$ cat config.mk
export PLATFORM = sky130hd
export DESIGN_NAME = rr_onehot_arbiter
export DESIGN_NICKNAME = d
export VERILOG_FILES = /design/src/rtl/rr_onehot_arbiter.sv
export SDC_FILE = /design/constraint.sdc
export NUM_CORES = 1
export LEC_CHECK = 0
export BUFFER_PORTS_ARGS = -buffer_cell sky130_fd_sc_hd__buf_2
export CAP_MARGIN = 25
export CELL_PAD_IN_SITES_DETAIL_PLACEMENT = 1
export CELL_PAD_IN_SITES_GLOBAL_PLACEMENT = 1
export CORE_UTILIZATION = 17
export CTS_CLUSTER_SIZE = 10
export DETAILED_ROUTE_END_ITERATION = 6
export GPL_TIMING_DRIVEN = 0
export PLACE_DENSITY = 0.92
export RECOVER_POWER = 25
export SLEW_MARGIN = 0
export SYNTH_ARGS = -nofsm -noshare
export SYNTH_HDL_FRONTEND = slang
export SYNTH_SLANG_ARGS = --single-unit
export TNS_END_PERCENT = 30
$ cat constraint.sdc
create_clock -name clk -period 1.7 [get_ports clk]
set_input_delay 0.17 -clock clk [delete_from_list [all_inputs] [get_ports clk]]
set_output_delay 0.17 -clock clk [all_outputs]
set_load 0.03 [all_outputs]
$ cat src/rtl/rr_onehot_arbiter.sv
`default_nettype none
// ============================================================================
//  Module      : rr_onehot_arbiter
//  Description : Round-robin arbiter with a registered one-hot grant that
//                shares one valid/ready channel and holds it for whole bursts.
//  Revision    : 1.0  initial release
// ============================================================================
module rr_onehot_arbiter #(
    parameter int NR_REQ     = 4,
    parameter int DATA_WIDTH = 32,
    parameter int IDX_WIDTH  = (NR_REQ > 1) ? $clog2(NR_REQ) : 1
) (
    input  logic                         clk,
    input  logic                         rst,
    input  logic [NR_REQ-1:0]            req_valid,
    input  logic [NR_REQ-1:0]            req_last,
    input  logic [NR_REQ*DATA_WIDTH-1:0] req_data,
    output logic [NR_REQ-1:0]            req_ready,
    output logic                         out_valid,
    output logic                         out_last,
    output logic [DATA_WIDTH-1:0]        out_data,
    input  logic                         out_ready,
    output logic [NR_REQ-1:0]            grant,
    output logic [IDX_WIDTH-1:0]         grant_idx,
    output logic                         busy
);

    typedef enum logic [0:0] {
        ST_IDLE = 1'b0,
        ST_BUSY = 1'b1
    } state_t;

    localparam logic [IDX_WIDTH-1:0] c_last_idx = IDX_WIDTH'(NR_REQ - 1);
    localparam logic [NR_REQ-1:0]    c_one      = NR_REQ'(1);

    state_t                r_state;
    state_t                w_state_nxt;
    logic [NR_REQ-1:0]     r_grant;
    logic [NR_REQ-1:0]     w_grant_nxt;
    logic [IDX_WIDTH-1:0]  r_grant_idx;
    logic [IDX_WIDTH-1:0]  w_grant_idx_nxt;
    logic [IDX_WIDTH-1:0]  r_ptr;
    logic [IDX_WIDTH-1:0]  w_ptr_nxt;

    logic [NR_REQ-1:0]     w_mask;
    logic [NR_REQ-1:0]     w_req_hi;
    logic [NR_REQ-1:0]     w_pick;
    logic [NR_REQ-1:0]     w_win_oh;
    logic [IDX_WIDTH-1:0]  w_win_idx;
    logic                  w_any_req;

    logic [DATA_WIDTH-1:0] w_data_gated [NR_REQ];
    logic [DATA_WIDTH-1:0] w_data_or;
    logic                  w_fwd_valid;
    logic                  w_fwd_last;
    logic                  w_burst_done;

    // Requesters at or above ptr take priority; otherwise wrap to the lowest index.
    assign w_mask    = ~((c_one << r_ptr) - c_one);
    assign w_req_hi  = req_valid & w_mask;
    assign w_pick    = (|w_req_hi) ? w_req_hi : req_valid;
    assign w_win_oh  = w_pick & (~w_pick + c_one);
    assign w_any_req = |req_valid;

    always_comb begin
        w_win_idx = '0;
        for (int i = 0; i < NR_REQ; i++) begin
            if (w_win_oh[i]) begin
                w_win_idx = w_win_idx | IDX_WIDTH'(i);
            end
        end
    end

    // Grant-gated AND-OR mux; an all-zero grant yields zero rather than X.
    for (genvar i = 0; i < NR_REQ; i++) begin : g_mux
        assign w_data_gated[i] = req_data[i*DATA_WIDTH +: DATA_WIDTH] & {DATA_WIDTH{r_grant[i]}};
    end

    always_comb begin
        w_data_or = '0;
        for (int i = 0; i < NR_REQ; i++) begin
            w_data_or = w_data_or | w_data_gated[i];
        end
    end

    assign w_fwd_valid  = |(req_valid & r_grant);
    assign w_fwd_last   = |(req_last & r_grant);
    assign w_burst_done = w_fwd_valid & out_ready & w_fwd_last;

    always_ff @(posedge clk or posedge rst) begin
        if (rst) begin
            r_state     <= ST_IDLE;
            r_grant     <= '0;
            r_grant_idx <= '0;
            r_ptr       <= '0;
        end else begin
            r_state     <= w_state_nxt;
            r_grant     <= w_grant_nxt;
            r_grant_idx <= w_grant_idx_nxt;
            r_ptr       <= w_ptr_nxt;
        end
    end

    always_comb begin
        w_state_nxt     = r_state;
        w_grant_nxt     = r_grant;
        w_grant_idx_nxt = r_grant_idx;
        w_ptr_nxt       = r_ptr;
        case (r_state)
            ST_IDLE: begin
                if (w_any_req) begin
                    w_grant_nxt     = w_win_oh;
                    w_grant_idx_nxt = w_win_idx;
                    w_state_nxt     = ST_BUSY;
                end
            end
            ST_BUSY: begin
                // The winner drops to lowest priority once its burst completes.
                if (w_burst_done) begin
                    w_grant_nxt = '0;
                    w_ptr_nxt   = (r_grant_idx == c_last_idx) ? '0 : r_grant_idx + IDX_WIDTH'(1);
                    w_state_nxt = ST_IDLE;
                end
            end
            default: begin
                w_grant_nxt = '0;
                w_state_nxt = ST_IDLE;
            end
        endcase
    end

    assign grant     = r_grant;
    assign grant_idx = r_grant_idx;
    assign busy      = (r_state == ST_BUSY);
    assign out_valid = w_fwd_valid;
    assign out_last  = w_fwd_last;
    assign out_data  = w_data_or;
    assign req_ready = r_grant & {NR_REQ{out_ready}};

endmodule
`default_nettype wire

# Word-level counts from Yosys, hierarchy flattened
# Cells that the tools add are included.
# W data, S select, Z words.
# word_totals
regBits	9
inputBits	139
output_inout_bits	45
word_cells	46
# op_classes
addsub	3
n_eq_ne	3
shifts	1
muxes	11
bitwise	17
reduce_logical	7
# ops
cell	count
$and A32 B32 Y32	4
$or A32 B32 Y32	3
$and A4 B4 Y4	5
$reduce_or A4 Y1	4
$mux W4	3
$not A4 Y4	2
$pmux W4 S2	1
$mux W2	3
$reduce_and A2 Y1	3
$add A4 B1 Y4 const B	1
$shl A1 B2 Y4 const A	1
$sub A4 B1 Y4 const B	1
$mux W1	3
$add A2 B1 Y2 const B	1
$and A1 B1 Y1	2
$eq A2 B2 Y1 const B	1
$ne A2 B1 Y1 const B	1
$ne A2 B2 Y1 const B	1
$pmux W1 S2	1
$not A1 Y1	1

# Longest topological paths before layout
# logic_depth
depth_word	12
mapped_depth	5
mapped_depth_nobuf	4

# Worst setup path after synthesis
# Ideal clock, no wire load.
# synth_timing
kind	register to register
from	register r_grant[3], in the netlist grant[3]
to	register r_ptr[0]
setup_ns	0.125
arrival_time_ns	1.641
t_required_ns	1.575
path_slack_ns	-0.066
stages_incl_launch_ff	6
path_cell_list	dfrtp_1 -> buf_2 -> a22oi_1 -> nand2_1 -> nand4_2 -> mux2_2
# synth_between
elab_chain_len	5
word_cells_on_any_way	7
# synth_rtl
item	line	source
from (decl)	38	logic [NR_REQ-1:0] r_grant;
from (signal assigned)	98	r_grant <= w_grant_nxt;
$and A4 B4 Y4	86	assign w_fwd_valid = |(req_valid & r_grant);
$reduce_or A4 Y1	86	
via out_valid	19	output logic out_valid,
$and A1 B1 Y1 (2 in series)	88	assign w_burst_done = w_fwd_valid & out_ready & w_fwd_last;
$reduce_and A2 Y1 (no line)	n/a	
to (signal assigned)	100	r_ptr <= w_ptr_nxt;
to (decl)	42	logic [IDX_WIDTH-1:0] r_ptr;
# The timed path passes the listed nets, and every way through them passes these cells.
# A chain may end at the register's enable or synchronous reset.

# Worst setup path after layout
# layout_timing
from	register r_grant[3], in the netlist grant[3]
to	output port out_data[20]
# layout_between
elab_chain_len	2
# layout_rtl
item	line	source
$and A32 B32 Y32	76	assign w_data_gated[i] = req_data[i*DATA_WIDTH +: DATA_WIDTH] & {DATA_WIDTH{r_grant[i]}};
$or A32 B32 Y32	82	w_data_or = w_data_or | w_data_gated[i];
to (decl)	21	output logic [DATA_WIDTH-1:0] out_data,
# Every way passes these cells.

==> flow_summary.json <==
{
  "result_of_the_run": "completed",
  "numCtsBuffers": 3,
  "synth-edff-count": 0,
  "cp.required_ns": 1.53,
  "dp_hpwl_um": 5900,
  "worstPathBufferInverterCount": 3,
  "grt_pass1_vias": 2130,
  "crit_type": "flop to primary output",
  "synth-main-ff-cell": "sky130_fd_sc_hd__dfrtp_1",
  "setup_total_negative_slack_ns": 0,
  "first_pass_grt_wire_length_um": 10100,
  "postCtsSetupBuffers": 0,
  "cp_max_fo": 10,
  "finalWeightedCongestion": 0.823,
  "synth-async-reset-ratio": 1.00,
  "highest-signal-layer": "met4",
  "hold-path-cell-count": 3,
  "worstHoldPathType": "input port to flop",
  "detail_route.drc_violations": 0,
  "drv_cap": 0,
  "timing_worst_slew_pin_value_ns": 0.359,
  "drive_above_1_share": 0.601,
  "critical_path.startpoint_type": "flop",
  "slew_headroom": 0.758,
  "fin_worst_hold_slack_ns": 0.323,
  "total_leakage_power_nw": 1.38,
  "netlist_top_cells_area": "sky130_fd_sc_hd__a22oi_1, sky130_fd_sc_hd__dfrtp_1, sky130_fd_sc_hd__nand2_1, sky130_fd_sc_hd__clkbuf_1, sky130_fd_sc_hd__a211o_1",
  "clock.fmax_mhz": 603,
  "cp_num_cells": 5,
  "yosys.area.top_type": "sky130_fd_sc_hd__a22oi_1",
  "finalWorstPathRequiredPeriod_ns": 1.66,
  "route.vias.total": 2174,
  "power.density_nw_per_um2": 1750,
  "starting_density_of_the_core": 0.177,
  "globalRouteOverflowTotal": 0,
  "synth_cells": 165,
  "syn-num-nets": 305,
  "worstPathCellList": "buf_4 > clkbuf_4 > a22oi_1 > nand2_1 > buf_2",
  "worstSetupEndpointType": "primary output",
  "fill_cells": 888,
  "grt_start_max_net_pins": 11,
  "cell_at_the_root_of_the_clock_tree": "sky130_fd_sc_hd__clkbuf_8",
  "wl_per_cell_um": 15.8,
  "placeableCoreArea_um2": 6790,
  "ff2ff_setup_slack_ns": 0.16,
  "ff2ff_path_depth": 5,
  "drt_first_pass_iters": 4,
  "timing.critical_path.slowest_stage_cell": "sky130_fd_sc_hd__dfrtp_1",
  "cts.sink_count": 9,
  "netlist_top_cells_count": "sky130_fd_sc_hd__a22oi_1, sky130_fd_sc_hd__nand2_1, sky130_fd_sc_hd__clkbuf_1, sky130_fd_sc_hd__dfrtp_1, sky130_fd_sc_hd__buf_2",
  "routed_wirelength_um": 7080,
  "routed_via_density": 4.84,
  "global_route.usage.total": 0.172,
  "grt_antenna_before_repair": 0,
  "synth_top_area_share": 0.431,
  "buffer_ports.inserted": 183,
  "timing.final.setup_violations": 0,
  "hold_start": "req_valid[0]",
  "insertion_delay_ns": 0.24,
  "drt_iter0_drc": 51,
  "met3WireLength_um": 402,
  "synth-seq-area-share": 0.188,
  "design_area_um2": 2390,
  "number_of_warning_messages_in_the_yosys_log": 0,
  "yosys_register_bits": 9,
  "worst_setup_hold_path_clk_slew_ns": 0.05,
  "finalHoldViolations": 0,
  "crit_family": "buffers and inverters",
  "clock_skew_ns": 0.00294,
  "drt.antenna.violating_nets": 0,
  "die_height_um": 86.1,
  "mapped_area_um2": 1200,
  "synth_cell_types": 26,
  "final.period_utilization": 0.975,
  "syn_to_final_growth_pct": 98.6,
  "worst_ir_drop_vdd_v": 0.000718,
  "wl_met1_um": 2760,
  "largest_buffer_count_on_any_clock_path": 2,
  "met2WireLength_um": 3840,
  "tritoncts": "done",
  "floorplan.die.width_um": 86.1,
  "synthesis.area_per_instance_um2": 7.28,
  "timing.rr.end": "r_ptr[1]$_DFFE_PP0P_",
  "crit_arrival_ns": 1.49,
  "boundaryPins": 184,
  "timing_max_transition_violations_final": 0,
  "die_area_um2": 7410,
  "r2r_start": "grant[3]$_DFFE_PP0P_",
  "core.rowCount": 30,
  "synth_most_common_cell": "sky130_fd_sc_hd__a22oi_1",
  "cts_max_level": 1,
  "largest_stage_delay_worst_path_ns": 0.39,
  "worst_hold_path.endpoint": "busy$_DFF_PP0_",
  "diodes": 0,
  "post_dp_cell_area_um2": 2240,
  "finalNetCount": 494
}
## how the worst max path moves through the flow
| stage | from | to | slack, ns |
|---|---|---|---|
| detailed placement | grant[2]$_DFFE_PP0P_ | out_data[22] | -0.03 |
| global placement | grant[2]$_DFFE_PP0P_ | out_data[22] | -0.01 |
| CTS | grant[2]$_DFFE_PP0P_ | out_data[4] | -0.003 |
| finish | grant[3]$_DFFE_PP0P_ | out_data[20] | 0.04 |
| floorplan | grant[3]$_DFFE_PP0P_ | r_ptr[0]$_DFFE_PP0P_ | 0.01 |
| global route | grant[0]$_DFFE_PP0P_ | out_data[8] | -0.001 |
## sequential cells by signal, summed over array words and instances, names as in the netlist
name       cells
grant          4
r_ptr          2
grant_idx      2
busy           1
## placed cells by master, fill, tap and decap left out, types with 3 or more instances in the layout
master / count
sky130_fd_sc_hd__a211o_1: 3
sky130_fd_sc_hd__buf_4: 12
sky130_fd_sc_hd__dfrtp_1: 9
sky130_fd_sc_hd__clkbuf_8: 4
sky130_fd_sc_hd__nand2_1: 35
sky130_fd_sc_hd__and2_1: 4
sky130_fd_sc_hd__buf_2: 178
sky130_fd_sc_hd__a22oi_1: 62
sky130_fd_sc_hd__a22oi_2: 7
sky130_fd_sc_hd__clkbuf_4: 3
sky130_fd_sc_hd__nor2b_1: 3
sky130_fd_sc_hd__clkbuf_1: 7
## power by group
part | total (W) | leakage (nW) | switching, W | internal, W
logic | 0.00355 | 1.24 | 0.00238 | 0.00117
registers | 0.000379 | 0.114 | 0.0000842 | 0.000295
clock network | 0.000260 | 0.0228 | 0.0000959 | 0.000164
## tightest hold or removal path: stages
cell,delay (ns)
sky130_fd_sc_hd__buf_2,0.11
sky130_fd_sc_hd__nor4_1,0.06
sky130_fd_sc_hd__a21boi_0,0.17
## stage by stage
step | cells | total power [W] | utilization | worst slack (ns)
finish | 449 | 0.00419 | 0.351 | 0.0417
global route | 449 | 0.00445 | 0.351 | -0.00118
CTS | 449 | 0.00414 | 0.345 | -0.00251
detailed placement | 444 | 0.00379 | 0.330 | -0.0346
global placement | 444 | 0.00370 | 0.330 | -0.0136
floorplan | 165 | 0.00270 | - | 0.0129
## cell families after synthesis
| family | Yosys count | share of synthesized area |
|---|---|---|
| AO/OA/AOI/OAI | 82 | 0.523 |
| buffers and inverters | 19 | 0.0646 |
| multiplexers | 2 | 0.0187 |
| adder cells (fa/ha/maj) | 1 | 0.0104 |
| flip-flops | 9 | 0.188 |
| AND/OR/NAND/NOR | 52 | 0.196 |
## area by class of cell
class	count	area, um2	share of cell area
Buffer	17	129	0.0540
Clock buffer	4	45.0	0.0189
Inverter	2	7.51	0.00315
Multi-Input combinational cell	137	938	0.393
Sequential cell	9	225	0.0944
Tap cell	96	120	0.0503
Timing Repair Buffer	184	921	0.386
## routing by layer
metal	vias to the layer above	global-route usage
met5	-	0
met4	0	0.0485
met3	7	0.0212
met2	96	0.325
met1	1045	0.201
li1	1026	-
## timing repair
item | 4_1_cts | 5_1_grt
endpoints found under the hold margin | 9 | 0
hold buffers | 1 | 0
gates resized for setup | 22 | 30
pin swaps | 0 | 0
endpoints found under the setup margin | 33 | 29
(Power assumes the default switching activity.)
